<file path="src/rtl/nanov_serial_regfile.sv">
// Bit-serial register file for nanoV: registers rotate LANE bits per enabled clock,
// with two read ports, one write port, optional rd->rs forwarding and hardwired gp/tp.
module nanov_serial_regfile #(
  parameter int              XLEN           = 32,
  parameter int              LANE           = 1,
  parameter int              NUM_REGS       = 16,
  parameter int              REG_ADDR_BITS  = 4,
  parameter int              HARDWIRE_GP_TP = 1,
  parameter logic [XLEN-1:0] GP_VALUE       = XLEN'(32'h0000_1000),
  parameter logic [XLEN-1:0] TP_VALUE       = XLEN'(32'h1000_0000),
  parameter int              BYPASS         = 1,
  localparam int             N_STEPS        = XLEN / LANE,
  localparam int             STEP_W         = (N_STEPS > 1) ? $clog2(N_STEPS) : 1
) (
  input  logic                     clk,
  input  logic                     rstn,
  input  logic                     en,
  output logic [STEP_W-1:0]        step,
  output logic                     last,
  input  logic                     wr_en,
  input  logic [REG_ADDR_BITS-1:0] rd,
  input  logic [LANE-1:0]          data_rd,
  input  logic                     read_through,
  input  logic [REG_ADDR_BITS-1:0] rs1,
  input  logic [REG_ADDR_BITS-1:0] rs2,
  output logic [LANE-1:0]          data_rs1,
  output logic [LANE-1:0]          data_rs2
);

  localparam int                NSLOT     = 2 ** REG_ADDR_BITS;
  localparam logic [STEP_W-1:0] LAST_STEP = STEP_W'(N_STEPS - 1);

  logic [STEP_W-1:0]     step_q, step_d;
  logic [NSLOT*LANE-1:0] lo_flat;
  logic [NSLOT-1:0]      writable;
  logic                  fwd1, fwd2;

  always_comb begin
    step_d = step_q;
    if (en) begin
      step_d = (step_q == LAST_STEP) ? '0 : step_q + 1'b1;
    end
  end

  always_ff @(posedge clk) begin
    if (!rstn) begin
      step_q <= '0;
    end else begin
      step_q <= step_d;
    end
  end

  assign step = step_q;
  assign last = (step_q == LAST_STEP);

  // Every address slot gets a low-chunk source so the read mux never goes out of range.
  for (genvar i = 0; i < NSLOT; i++) begin : g_slot
    localparam bit IS_HARD = (HARDWIRE_GP_TP != 0) && ((i == 3) || (i == 4));
    if ((i == 0) || (i >= NUM_REGS)) begin : g_zero
      assign lo_flat[i*LANE +: LANE] = '0;
      assign writable[i]             = 1'b0;
    end else if (IS_HARD) begin : g_hard
      localparam logic [XLEN-1:0] HVAL = (i == 3) ? GP_VALUE : TP_VALUE;
      assign lo_flat[i*LANE +: LANE] = HVAL[step_q*LANE +: LANE];
      assign writable[i]             = 1'b0;
    end else begin : g_reg
      localparam logic [REG_ADDR_BITS-1:0] IDX = REG_ADDR_BITS'(i);
      logic [XLEN-1:0] reg_q, reg_d;
      logic            hit;

      assign hit = wr_en && (rd == IDX);

      // Low chunk recirculates to the top unless this register is being written.
      always_comb begin
        reg_d                  = reg_q >> LANE;
        reg_d[XLEN-1 -: LANE]  = hit ? data_rd : reg_q[LANE-1:0];
      end

      always_ff @(posedge clk) begin
        if (!rstn) begin
          reg_q <= '0;
        end else if (en) begin
          reg_q <= reg_d;
        end
      end

      assign lo_flat[i*LANE +: LANE] = reg_q[LANE-1:0];
      assign writable[i]             = 1'b1;
    end
  end

  always_comb begin
    fwd1     = (BYPASS != 0) && read_through && wr_en && (rs1 == rd) && writable[rd];
    fwd2     = (BYPASS != 0) && read_through && wr_en && (rs2 == rd) && writable[rd];
    data_rs1 = fwd1 ? data_rd : lo_flat[rs1*LANE +: LANE];
    data_rs2 = fwd2 ? data_rd : lo_flat[rs2*LANE +: LANE];
  end

endmodule

</file>
<file path="config.mk">
export PLATFORM = sky130hd
export DESIGN_NAME = nanov_serial_regfile
export DESIGN_NICKNAME = d
export VERILOG_FILES = /design/src/rtl/nanov_serial_regfile.sv
export SDC_FILE = /design/constraint.sdc
export NUM_CORES = 1
export LEC_CHECK = 0
export CORE_MARGIN = 4
export CORE_UTILIZATION = 40
export DETAILED_ROUTE_END_ITERATION = 7
export PLACE_DENSITY = 0.63
export SETUP_SLACK_MARGIN = 0.3
export SLEW_MARGIN = 5
export SYNTH_ARGS = -nofsm -noshare
export SYNTH_HDL_FRONTEND = slang
export SYNTH_SLANG_ARGS = --single-unit
</file>
<file path="constraint.sdc">
create_clock -name clk -period 1.6 [get_ports clk]
set_input_delay 0.16 -clock clk [delete_from_list [all_inputs] [get_ports clk]]
set_output_delay 0.16 -clock clk [all_outputs]
set_load 0.005 [all_outputs]
</file>
# After elaboration in Yosys (flattened, before gate mapping)
# Memory sizes are Yosys's and may differ from the RTL's.
# Cells that the tools add are included.
classes:
  eq_ne: 16
  shift: 4
  muxes: 17
  n_addsub: 1
  n_lt_le_gt_ge: 1
  reduce_logical: 18
op_table:
  columns: ["op", "count"]
  rows:
  - ["32-bit by 6-bit variable part select with 1-bit output (first input constant)", 2]
  - ["4-bit equality test (second input constant)", 8]
  - ["16-bit by 5-bit variable part select with 1-bit output", 2]
  - ["1-bit logical AND", 18]
  - ["1-bit 2-to-1 mux", 16]
  - ["4-bit by 3-bit equality test with 1-bit output (second input constant)", 3]
  - ["4-bit equality test", 2]
  - ["5-bit by 1-bit adder with 5-bit output (second input constant)", 1]
  - ["5-bit equality test (second input constant)", 1]
  - ["4-bit by 5-bit less-than comparator with 1-bit output (second input constant)", 1]
  - ["5-bit 2-to-1 mux", 1]
  - ["4-bit by 1-bit equality test with 1-bit output (second input constant)", 1]
  - ["4-bit by 2-bit equality test with 1-bit output (second input constant)", 1]
totals:
  mem_count: 1
  ff_bits: 421
  in_bits: 18
  mem_bits_ro: 16
mem_list:
  columns: ["name", "words", "word_bits", "rd", "rd_clocked_by_memory_dff", "write_ports", "line_no", "text"]
  rows:
  - ["(no name shown)", 16, 1, 1, 0, 0, "94", "fwd2 = (BYPASS != 0) && read_through && wr_en && (rs2 == rd) && writable[rd];"]

# Depth between registers and ports, before layout
# Gate-level depths: netlist (run 1).
depth:
  depth_word: 4
  ltp_mapped: 6
  depth_no_buf: 6

# Worst setup path after synthesis (run 1)
# OpenSTA, ideal clock, no wires.
synth_path:
  kind: "input -> output"
  startpoint: "input rs1[1]"
  endpoint: "output data_rs1"
  setup_slack_ps: 161
  arrival_time_ps: 1279
  path_stages: 5
  cell_sequence: "buf_6 -> mux4_1 -> mux2_2 -> a32oi_1 -> mux2i_1"
synth_between:
  elab_chain_cells: 4
  word_cells_on_any_way: 5
  classes_between: "1 x eq/ne; 1 x shift; 1 x mux; 2 x reduce/logical"
synth_rtl:
  columns: ["item", "line_no", "text"]
  rows:
  - ["start: declaration", "24", "input logic [REG_ADDR_BITS-1:0] rs1,"]
  - ["parallel branches: the longest is 3 deep, another holds 16-bit by 5-bit variable part select with 1-bit output", null, null]
  - ["1-bit 2-to-1 mux *", "95", "data_rs1 = fwd1 ? data_rd : lo_flat[rs1*LANE +: LANE];"]
  - ["end: declaration", "26", "output logic [LANE-1:0] data_rs1,"]
# Mark *: on every way between the ends.

# Final worst setup path (run 1)
layout_path:
  startpoint: "register step_q[1], in the netlist step[1]"
  endpoint: "output data_rs1"
layout_between:
  elab_chain_cells: 3
  word_cells_on_any_way: 4
  classes_between: "3 x shift; 1 x mux"
layout_rtl:
  columns: ["item", "line_no", "text"]
  rows:
  - ["start: declaration", "33", "logic [STEP_W-1:0] step_q, step_d;"]
  - ["start signal: assignment", "49", "step_q <= step_d;"]
  - ["32-bit by 6-bit variable part select with 1-bit output", "64", "assign lo_flat[i*LANE +: LANE] = HVAL[step_q*LANE +: LANE];"]
  - ["16-bit by 5-bit variable part select with 1-bit output *", "95", null]
  - ["1-bit 2-to-1 mux *", "95", null]
# Every way passes the cells marked *; elsewhere a longest branch is shown, timed or not.

==> impl_results.md, run 1 <==
* Routed WL at 26700 um
* Sink Count at 421
* Syn-to-layout area delta at 16.7%
* Async SR Flop Fraction at 0
* Global-route usage over all layers at 0.119
* Worst Hold Depth at 2
* Clock-pin slew on the worst setup and hold paths at 0.06 ns
* DP Wirelength at 16900 um
* Worst R2R End: step[2]$_SDFFE_PN0P_
* Finished Layout Cells at 2073
* Fmax at 446 MHz
* GP Congestion at 0.776
* Row cnt at 74
* CP Launch Type: flip-flop
* Hold slack final at 0.0455 ns
* R2R Path Start: step[0]$_SDFFE_PN0P_
* Avg Vias per Cell at 4.60
* CP max FO at 2
* Layout cells sized above 1 at 0.120
* Core area at 0.0408 sq mm
* Synth Net Count at 1492
* Pleak at 7.87 nW
* Synth Flop Type: dfxtp_1
* Status: complete, but fails checks
* Initial antenna violation count at 0
* Vias in the first global route at 9157
* Die area at 0.0446 sq mm
* Die Span X at 211 um
* Initial drt markers at 409
* Grt ovf at 0
* Hold path start: rstn
* R2R depth at 9
* Die extent in y at 211 um
* Yosys synthesis warning count at 0
* Post-synth EDFFs at 0
* CTS root buffer: clkbuf_16
* Slew @ Worst Pin at 0.359 ns
* Post-DRT Antenna Nets at 0
* Multi-input logic area at 0.00769 sq mm
* Rel. slew slack at 0.761
* Power Density at 1090 mW/mm^2
* Average cell area after synthesis at 11.3 sq um
* RSZ-0062 raised after global routing: yes
* Filler cells at 3735
* Final Max Tran Viols at 0
* Placed insts at 1995
* ANT cells at 0
* Commonest non-fill, non-tap cell in the layout: mux2i_1
* Later-pin clock latency in the skew report at 0.53 ns
* Final Hold Viols at 0
* Mapped Area at 0.0165 sq mm
* Library cells used by synthesis at 37
* Hold WC Path Type: in -> reg
* Max VDD drop at 0.000691 V
* Critical Path RT at 1.44 ns
* Setup Crit Path Kind: reg -> out
* Crit path largest cell delay at 0.32 ns
* Maximum capacitance violations at 0
* Slowest cell on crit path: dfxtp_2
* Longest Clk Path Bufs at 3
* H-tree depth at 2
* I/O pin cnt at 26
* NumNets Final at 1541
* Failing checks: negative setup slack
* DR pass1 iterations at 4
* Post-route clock skew at 0.0108 ns
* Hold Path End: g_slot[7].g_reg.reg_q[31]$_SDFFE_PN0P_
* Reg2Reg Setup Slack at -0.10 ns
* Sequential share of the synthesized area at 0.510
* Pre-CTS WS at -0.854 ns
* Crit path DAT at 2.08 ns
* Most frequent cells in the layout: 417 x mux2i_1, 415 x dfxtp_1, 411 x nor2b_1
* Cell Chain, Critical Path: inv_2, ha_4, nand4b_1, buf_4, o2111ai_2, a32oi_1, mux2i_1, buf_2
* Setup violations, final at 5
* Number of remaining DRC errors at 0
* Post-Synthesis Cells at 1467
* CTS buffer count at 45
* Final core utilization at 0.472
* WL per Instance at 12.9 um
* Initial Util at 0.404
* FF+latch area at 0.00844 sq mm
* Tmin final at 2.24 ns
* Crit. End Element: output port
* PnR worst setup slack at -0.644 ns
* Via Count at 9533
* Yosys reg bits at 421
* Largest net degree at the start of global routing at 92
* First-pass GRT wire length at 45600 um
* CTS tree: yes
* # port buffers at 25
* Period utilisation layout at 1.40
critical path: cells and delay by family, from the launching register on:
kind,cells,cell delay (ns)
buffers and inverters,3,0.43
DFF,1,0.32
AOI/OAI and AO/OA,2,0.29
and+or+nand+nor,1,0.23
muxes,1,0.17
adders and majority gates,1,0.12
sequential cells by signal, indices dropped and copies added (netlist names):
register and count:
g_slot.g_reg.reg_q 416, step 5
metrics by stage:
step | setup TNS, ns | cell area [sq um] | power (mW)
after detailed placement | -3.58 | 17800 | 11.9
final | -1.67 | 19300 | 21.0
after floorplan | 0 | 16500 | 11.6
after global placement | -3.63 | 17800 | 11.9
after global routing | -2.22 | 19300 | 21.9
after CTS | -1.56 | 19200 | 21.3
metal layers:
| metal | share of wire | global-route usage | up-vias |
|---|---|---|---|
| li1 | - | - | 5048 |
| met1 | 0.52 | 0.174 | 4362 |
| met2 | 0.42 | 0.179 | 79 |
| met3 | 0.033 | 0.0242 | 44 |
| met4 | 0.019 | 0.0304 | 0 |
| met5 | 0 | 0 | - |
report_power, final:
group | switching, mW | internal (mW)
Sequential | 0.0214 | 10.5
Clock | 3.89 | 5.37
Combinational | 0.565 | 0.616
layout make-up:
| class | instances | area share |
|---|---|---|
| multi-input cells | 929 | 0.399 |
| flip-flops and latches | 421 | 0.438 |
| repair buffers | 109 | 0.0586 |
| well taps | 532 | 0.0345 |
| clock buffers | 59 | 0.0638 |
| clock inverters | 13 | 0.00428 |
| inverters | 10 | 0.00208 |
what timing repair did:
item,CTS,global route
setup buffers,3,3
gates resized for setup,61,11
endpoints found under the setup margin,15,14
hold buffers,0,0
gates cloned,0,0
pin swaps,11,4
cell usage after synthesis, drive strengths merged (5+ instances only):
master | count | area [sq um]
ha | 7 | 87.6
xor2 | 8 | 70.1
mux2i | 417 | 4170
nand4 | 5 | 31.3
o211a | 13 | 130
buf | 48 | 259
dfxtp | 421 | 8430
o211ai | 7 | 52.6
nor2b | 411 | 2570
nand2 | 19 | 71.3
clkbuf | 59 | 221
nand4b | 7 | 61.3
inv | 10 | 37.5
kinds of logic (layout without fill, tap and decap cells):
family	count (synthesis)	in the layout	synth area share
adders and majority gates	7	7	0.00530
DFF	421	421	0.510
AOI/OAI and AO/OA	38	38	0.0192
muxes	421	421	0.258
xor gates and xnor gates	8	8	0.00424
and+or+nand+nor	455	455	0.171
buffers and inverters	117	191	0.0314
worst max path at each step:
stage | from | endpoint | slack (ns)
global route | step[1]$_SDFFE_PN0P_ | data_rs1 | -0.79
CTS | step[1]$_SDFFE_PN0P_ | data_rs1 | -0.69
detailed placement | rs1[1] | data_rs1 | -0.85
floorplan | g_slot[14].g_reg.reg_q[0]$_SDFFE_PN0P_ | data_rs1 | 0.19
finish | step[1]$_SDFFE_PN0P_ | data_rs1 | -0.64
global placement | rs1[1] | data_rs1 | -0.86
Note: power is estimated with default switching activity, not from simulation.
==> run 2, diff against run 1 <==
- MAX_ROUTING_LAYER: default -> met4
==> run 2 against run 1 <==
- the flow still finishes with violations (negative setup slack)
- worst hold slack gained 0.0013 ns
- critical endpoint unchanged
- die area unchanged
- clock-buffer cell count stayed put
- largest cell class unchanged
- worst setup slack worse by 0.015 ns
- first-iteration DRC count grew 13%
- sequential cell count did not move
- highest routed layer unchanged
- combinational power hardly changed
- final cell count unchanged
- critical path type unchanged
==> impl_results.md, run 2 (synthesis gave the netlist of run 1 again) <==
* Pleak at 7.87 nW (unchanged)
* CP Launch Type: flip-flop (unchanged)
* PnR worst setup slack at -0.659 ns (was -0.644 ns)
* Sink Count at 421 (unchanged)
* Die area at 0.0446 sq mm (unchanged)
* Row cnt at 74 (unchanged)
* Maximum capacitance violations at 0 (unchanged)
* GP Congestion at 0.787 (was 0.776)
* H-tree depth at 2 (unchanged)
* Number of remaining DRC errors at 0 (unchanged)
* Initial antenna violation count at 0 (unchanged)
* Crit path DAT at 2.10 ns (was 2.08 ns)
* Global-route usage over all layers at 0.122 (was 0.119)
* Max FFs per register at 416 (unchanged)
* ANT cells at 0 (unchanged)
* Die Span X at 211 um (unchanged)
* Grt ovf at 0 (unchanged)
* Period utilisation layout at 1.41 (was 1.40)
* Final Max Tran Viols at 0 (unchanged)
* Cell Chain, Critical Path: inv_2, ha_4, nand4b_1, buf_4, o2111ai_2, a32oi_1, mux2i_1, buf_2 (unchanged)
* Crit path largest cell delay at 0.32 ns (about the same)
* Slew @ Worst Pin at 0.361 ns (was 0.359 ns)
* Setup violations, final at 5 (unchanged)
* Clock-pin slew on the worst setup and hold paths at 0.06 ns (about the same)
* Die extent in y at 211 um (unchanged)
* Commonest non-fill, non-tap cell in the layout: mux2i_1 (unchanged)
* Filler cells at 3735 (unchanged)
* Hold WC Path Type: in -> reg (unchanged)
* Most flop-heavy register: g_slot.g_reg.reg_q (unchanged)
* Routed WL at 26700 um (about the same)
* Setup Crit Path Kind: reg -> out (unchanged)
* I/O pin cnt at 26 (unchanged)
* CTS root buffer: clkbuf_16 (unchanged)
* Max VDD drop at 0.000691 V (about the same)
* Post-route clock skew at 0.0110 ns (was 0.0108 ns)
* FF+latch area at 0.00844 sq mm (unchanged)
* First-pass GRT wire length at 45700 um (was 45600 um)
* Core area at 0.0408 sq mm (unchanged)
* Multi-input logic area at 0.00769 sq mm (unchanged)
* Syn-to-layout area delta at 16.7% (unchanged)
* Power Density at 1090 mW/mm^2 (about the same)
* Fmax at 443 MHz (was 446 MHz)
* Most frequent cells in the layout: 417 x mux2i_1, 415 x dfxtp_1, 411 x nor2b_1 (unchanged)
* Placed cell area at 0.0178 sq mm (unchanged)
* Post-CTS Hold Buffers at 0 (unchanged)
* Largest net degree at the start of global routing at 92 (unchanged)
* Status: complete, but fails checks (unchanged)
* Crit. End Element: output port (unchanged)
* Failing checks: negative setup slack (unchanged)
* Via Count at 9522 (was 9533)
* # port buffers at 25 (unchanged)
* CTS tree: yes (unchanged)
* Fin area at 0.0193 sq mm (unchanged)
* R2R depth at 9 (unchanged)
* NumNets Final at 1541 (unchanged)
* Tmin final at 2.26 ns (was 2.24 ns)
* Total Power at 21.0 mW (about the same)
* DP Wirelength at 16900 um (unchanged)
* Rel. slew slack at 0.759 (was 0.761)
* Hold slack final at 0.0468 ns (was 0.0455 ns)
* Critical Path RT at 1.44 ns (about the same)
* Layout cells sized above 1 at 0.120 (unchanged)
* Vias in the first global route at 9148 (was 9157)
* Worst Hold Depth at 2 (unchanged)
* Final Hold Viols at 0 (unchanged)
* Longest Clk Path Bufs at 3 (unchanged)
* Initial drt markers at 464 (was 409)
* Avg Vias per Cell at 4.59 (was 4.60)
* Initial Util at 0.404 (unchanged)
* WL per Instance at 12.9 um (about the same)
* DR pass1 iterations at 4 (unchanged)
* Slowest cell on crit path: dfxtp_2 (unchanged)
* CTS buffer count at 45 (unchanged)
* Post-DRT Antenna Nets at 0 (unchanged)
* RSZ-0062 raised after global routing: yes (unchanged)
* CP max FO at 2 (unchanged)
* Later-pin clock latency in the skew report at 0.53 ns (about the same)
[run 2: cell counts in the layout (fill, tap and decap cells not counted)]
No cell type changed its count.
[run 2: where the power goes]
group | switching (mW) | total [mW] | internal, mW | leakage, nW
logic | 0.565 | 1.18 | 0.615 | 3.82
registers | 0.0214 | 10.5 | 10.5 | 3.40
clock network | 3.89 | 9.26 | 5.37 | 0.651
total | 4.48 | 21.0 | 16.5 | 7.87
[run 2: area by class of cell]
| type | instances | share of cell area |
|---|---|---|
| sequential | 421 | 0.438 |
| multi-input combinational | 929 | 0.399 |
| clock buffer | 59 | 0.0638 |
| timing repair buffer | 109 | 0.0586 |
| tap | 532 | 0.0345 |
| clock inverter | 13 | 0.00428 |
| inverter | 10 | 0.00208 |
[run 2: what timing repair did]
item | 4_1_cts | 5_1_grt
gates resized for setup | 61 | 11
pin swaps | 11 | 4
setup endpoints to repair | 15 | 14
setup buffers | 3 | 3
[run 2: worst max-delay path, delay by kind of cell, from the launching register on]
kind,cells,cell delay [ns]
buffers and inverters,3,0.44
DFF,1,0.32
AOI/OAI and AO/OA,2,0.29
and+or+nand+nor,1,0.24
muxes,1,0.17
adders and majority gates,1,0.12
[run 2: per-stage QoR]
stage / instances / setup slack [ns] / setup TNS (ns) / utilization
2_1_floorplan: 1467 / 0.185 / 0 / -
3_3_place_gp: 1995 / -0.859 / -3.63 / 0.436
3_5_place_dp: 1995 / -0.854 / -3.58 / 0.436
4_1_cts: 2070 / -0.690 / -1.56 / 0.470
5_1_grt: 2073 / -0.790 / -2.22 / 0.472
6_report: 2073 / -0.659 / -1.70 / 0.472
[run 2: layer usage]
layer / GRT usage / share of wire / vias up
met4: 0.0304 / 0.019 / 0
met3: 0.0242 / 0.034 / 46
met2: 0.179 / 0.42 / 81
met1: 0.174 / 0.53 / 4350
met5: - / 0 / -
li1: - / - / 5045
[run 2: worst paths after layout]
check | start | to | slack, ns
worst max-delay path | step[1]$_SDFFE_PN0P_ | data_rs1 | -0.66
worst min-delay path | rstn | g_slot[7].g_reg.reg_q[31]$_SDFFE_PN0P_ | 0.05
worst max register to register | step[0]$_SDFFE_PN0P_ | step[2]$_SDFFE_PN0P_ | -0.10
worst min register to register | g_slot[7].g_reg.reg_q[31]$_SDFFE_PN0P_ | g_slot[7].g_reg.reg_q[31]$_SDFFE_PN0P_ | 0.48
==> run 3, diff against run 2 <==
- GPL_TIMING_DRIVEN: default -> 0
==> run 3 against run 2 <==
- the flow still finishes with violations (negative setup slack)
- sequential share of layout area up 0.93 points
- cell area down 2.0%
- register-to-register slack improved by 0.02 ns
- worst hold slack gained 0.15 ns
- critical path type unchanged
- critical endpoint unchanged
- largest cell class unchanged
==> impl_results.md, run 3 (synthesis gave the netlist of run 1 again) <==
* Hold WC Path Type: in -> reg (unchanged)
* Period utilisation layout at 1.49 (was 1.41)
* Die Span X at 211 um (unchanged)
* Worst Path Buf+Inv at 3 (unchanged)
* Setup violations, final at 5 (unchanged)
* Later-pin clock latency in the skew report at 0.55 ns (was 0.53 ns)
* Tmin final at 2.38 ns (was 2.26 ns)
* PnR worst setup slack at -0.784 ns (was -0.659 ns)
* Final Hold Viols at 0 (unchanged)
* CTS buffer count at 45 (unchanged)
* ANT cells at 0 (unchanged)
* Grt ovf at 0 (unchanged)
* Slowest cell on crit path: dfxtp_4 (was dfxtp_2)
* Routed WL at 26800 um (was 26700 um)
* I/O pin cnt at 26 (unchanged)
* Final Max Tran Viols at 0 (unchanged)
* Failing checks: negative setup slack (unchanged)
* Vias in the first global route at 9455 (was 9148)
* GP Congestion at 0.783 (was 0.787)
* Critical Path RT at 1.44 ns (about the same)
* Post-route setup TNS at -1.79 ns (was -1.70 ns)
* Pre-CTS WS at -1.22 ns (was -0.854 ns)
* Crit path DAT at 2.22 ns (was 2.10 ns)
* DP Wirelength at 17900 um (was 16900 um)
* Most flop-heavy register: g_slot.g_reg.reg_q (unchanged)
* Setup Crit Path Kind: reg -> out (unchanged)
* Sw power at 4.59 mW (was 4.48 mW)
* Fmax at 419 MHz (was 443 MHz)
* Sequential share of power at 0.494 (was 0.502)
* CP max FO at 2 (unchanged)
* Slew @ Worst Pin at 0.586 ns (was 0.361 ns)
* Sw Share at 0.215 (was 0.213)
* Core area at 0.0408 sq mm (unchanged)
* Placed cell area at 0.0174 sq mm (was 0.0178 sq mm)
* CP top delay family: buffers and inverters (unchanged)
* # port buffers at 15 (was 25)
* Cell Chain, Critical Path: inv_4, ha_4, nand4_1, buf_4, o2111ai_2, a32oi_2, mux2i_2, buf_2 (was inv_2, ha_4, nand4b_1, buf_4, o2111ai_2, a32oi_1, mux2i_1, buf_2)
* Combinational share of power at 0.050 (was 0.056)
* Longest Clk Path Bufs at 3 (unchanged)
* Power Density at 1130 mW/mm^2 (was 1090 mW/mm^2)
* Rel. slew slack at 0.609 (was 0.759)
* Maximum capacitance violations at 0 (unchanged)
* CP Launch Type: flip-flop (unchanged)
* Post-DRT Antenna Nets at 0 (unchanged)
* Number of remaining DRC errors at 0 (unchanged)
* Global-route usage over all layers at 0.125 (was 0.122)
* Die area at 0.0446 sq mm (unchanged)
* Sink Count at 421 (unchanged)
* Post-route clock skew at 0.0110 ns (about the same)
* Avg Vias per Cell at 4.62 (was 4.59)
* Pleak at 7.64 nW (was 7.87 nW)
* RSZ-0062 raised after global routing: yes (unchanged)
* Initial drt markers at 308 (was 464)
* Most frequent cells in the layout: 416 x mux2i_1, 416 x dfxtp_1, 411 x nor2b_1 (was 417 x mux2i_1, 415 x dfxtp_1, 411 x nor2b_1)
* CTS root buffer: clkbuf_16 (unchanged)
* Row cnt at 74 (unchanged)
* Die extent in y at 211 um (unchanged)
* Initial antenna violation count at 0 (unchanged)
* Fin area at 0.0189 sq mm (was 0.0193 sq mm)
* Int Pwr at 16.7 mW (was 16.5 mW)
* Crit path largest cell delay at 0.35 ns (was 0.32 ns)
* DR pass1 iterations at 4 (unchanged)
* Layout cells sized above 1 at 0.103 (was 0.120)
* Crit. End Element: output port (unchanged)
* Status: complete, but fails checks (unchanged)
* First-pass GRT wire length at 46000 um (was 45700 um)
* Post-CTS Hold Buffers at 0 (unchanged)
* H-tree depth at 2 (unchanged)
* NumNets Final at 1560 (was 1541)
* Max VDD drop at 0.000669 V (was 0.000691 V)
* Via Count at 9693 (was 9522)
* CTS tree: yes (unchanged)
* WL per Instance at 12.8 um (was 12.9 um)
* Syn-to-layout area delta at 14.4% (was 16.7%)
* Max FFs per register at 416 (unchanged)
* Clock Power Share at 0.455 (was 0.441)
* Clock-pin slew on the worst setup and hold paths at 0.06 ns (about the same)
* Initial Util at 0.404 (unchanged)
* Largest net degree at the start of global routing at 14 (was 92)
run 3: changes by cell type in the layout (fill, tap and decap cells not counted), moves of 3 or more:
cell,change
clkbuf_2,+5
buf_6,-5
clkinv_2,-3
clkbuf_1,+56
buf_4,-51
clkdlybuf4s50_1,-8
dfxtp_4,+4
clkbuf_8,+8
buf_12,-17
buf_2,+44
dfxtp_2,-5
run 3: routing by layer:
layer  global-route usage  up-vias  part of all wire
li1                     -     5077                 -
met1                0.164     4494              0.50
met2                0.193       74              0.44
met3               0.0312       48             0.037
met4               0.0355        0             0.022
met5                    -        -                 0
run 3: repair_timing:
item,CTS,global route
gates resized for setup,55,18
endpoints found under the setup margin,23,97
pin swaps,7,4
setup buffers,5,1
run 3: layout make-up:
type / instances / area (sq um)
inverter: 10 / 42.5
multi-input combinational: 929 / 7670
clock inverter: 11 / 68.8
timing repair buffer: 21 / 183
fill: 3742 / 21900
clock buffer: 68 / 1320
sequential: 421 / 8440
buffer: 107 / 490
tap: 532 / 666
run 3: worst reg2reg max path, cell delays in order (launching register included):
cell and delay, ns:
dfxtp_4 0.35, buf_4 0.17, ha_4 0.17, and3_4 0.18, ha_4 0.15, buf_4 0.16
nor4bb_4 0.28, a21oi_1 0.07, nor2b_1 0.10
run 3: worst paths after layout:
kind                                             end  depth (start not counted)  slack, ns                               startpoint
max                                         data_rs1                          8      -0.78                     step[0]$_SDFFE_PN0P_
min          g_slot[15].g_reg.reg_q[31]$_SDFFE_PN0P_                          4       0.20                                  data_rd
max reg2reg                     step[2]$_SDFFE_PN0P_                          8      -0.08                     step[0]$_SDFFE_PN0P_
min reg2reg  g_slot[10].g_reg.reg_q[31]$_SDFFE_PN0P_                          1       0.48  g_slot[10].g_reg.reg_q[31]$_SDFFE_PN0P_
run 3: stage by stage:
stage	hold slack [ns]	util	total power, mW	cells
after global placement	0.469	0.425	11.8	2014
final	0.196	0.463	21.3	2099
after floorplan	0.454	-	11.6	1467
after detailed placement	0.473	0.425	11.8	2014
after global routing	0.208	0.463	22.2	2099
after CTS	0.159	0.461	21.7	2098
run 3: power groups by stage:
stage,combinational (mW),sequential [mW],clock (mW)
6_report,1.07,10.5,9.71
5_1_grt,1.16,10.5,10.5
4_1_cts,1.08,10.5,10.1
3_5_place_dp,1.05,10.8,0
3_3_place_gp,1.05,10.8,0
2_1_floorplan,0.831,10.8,0
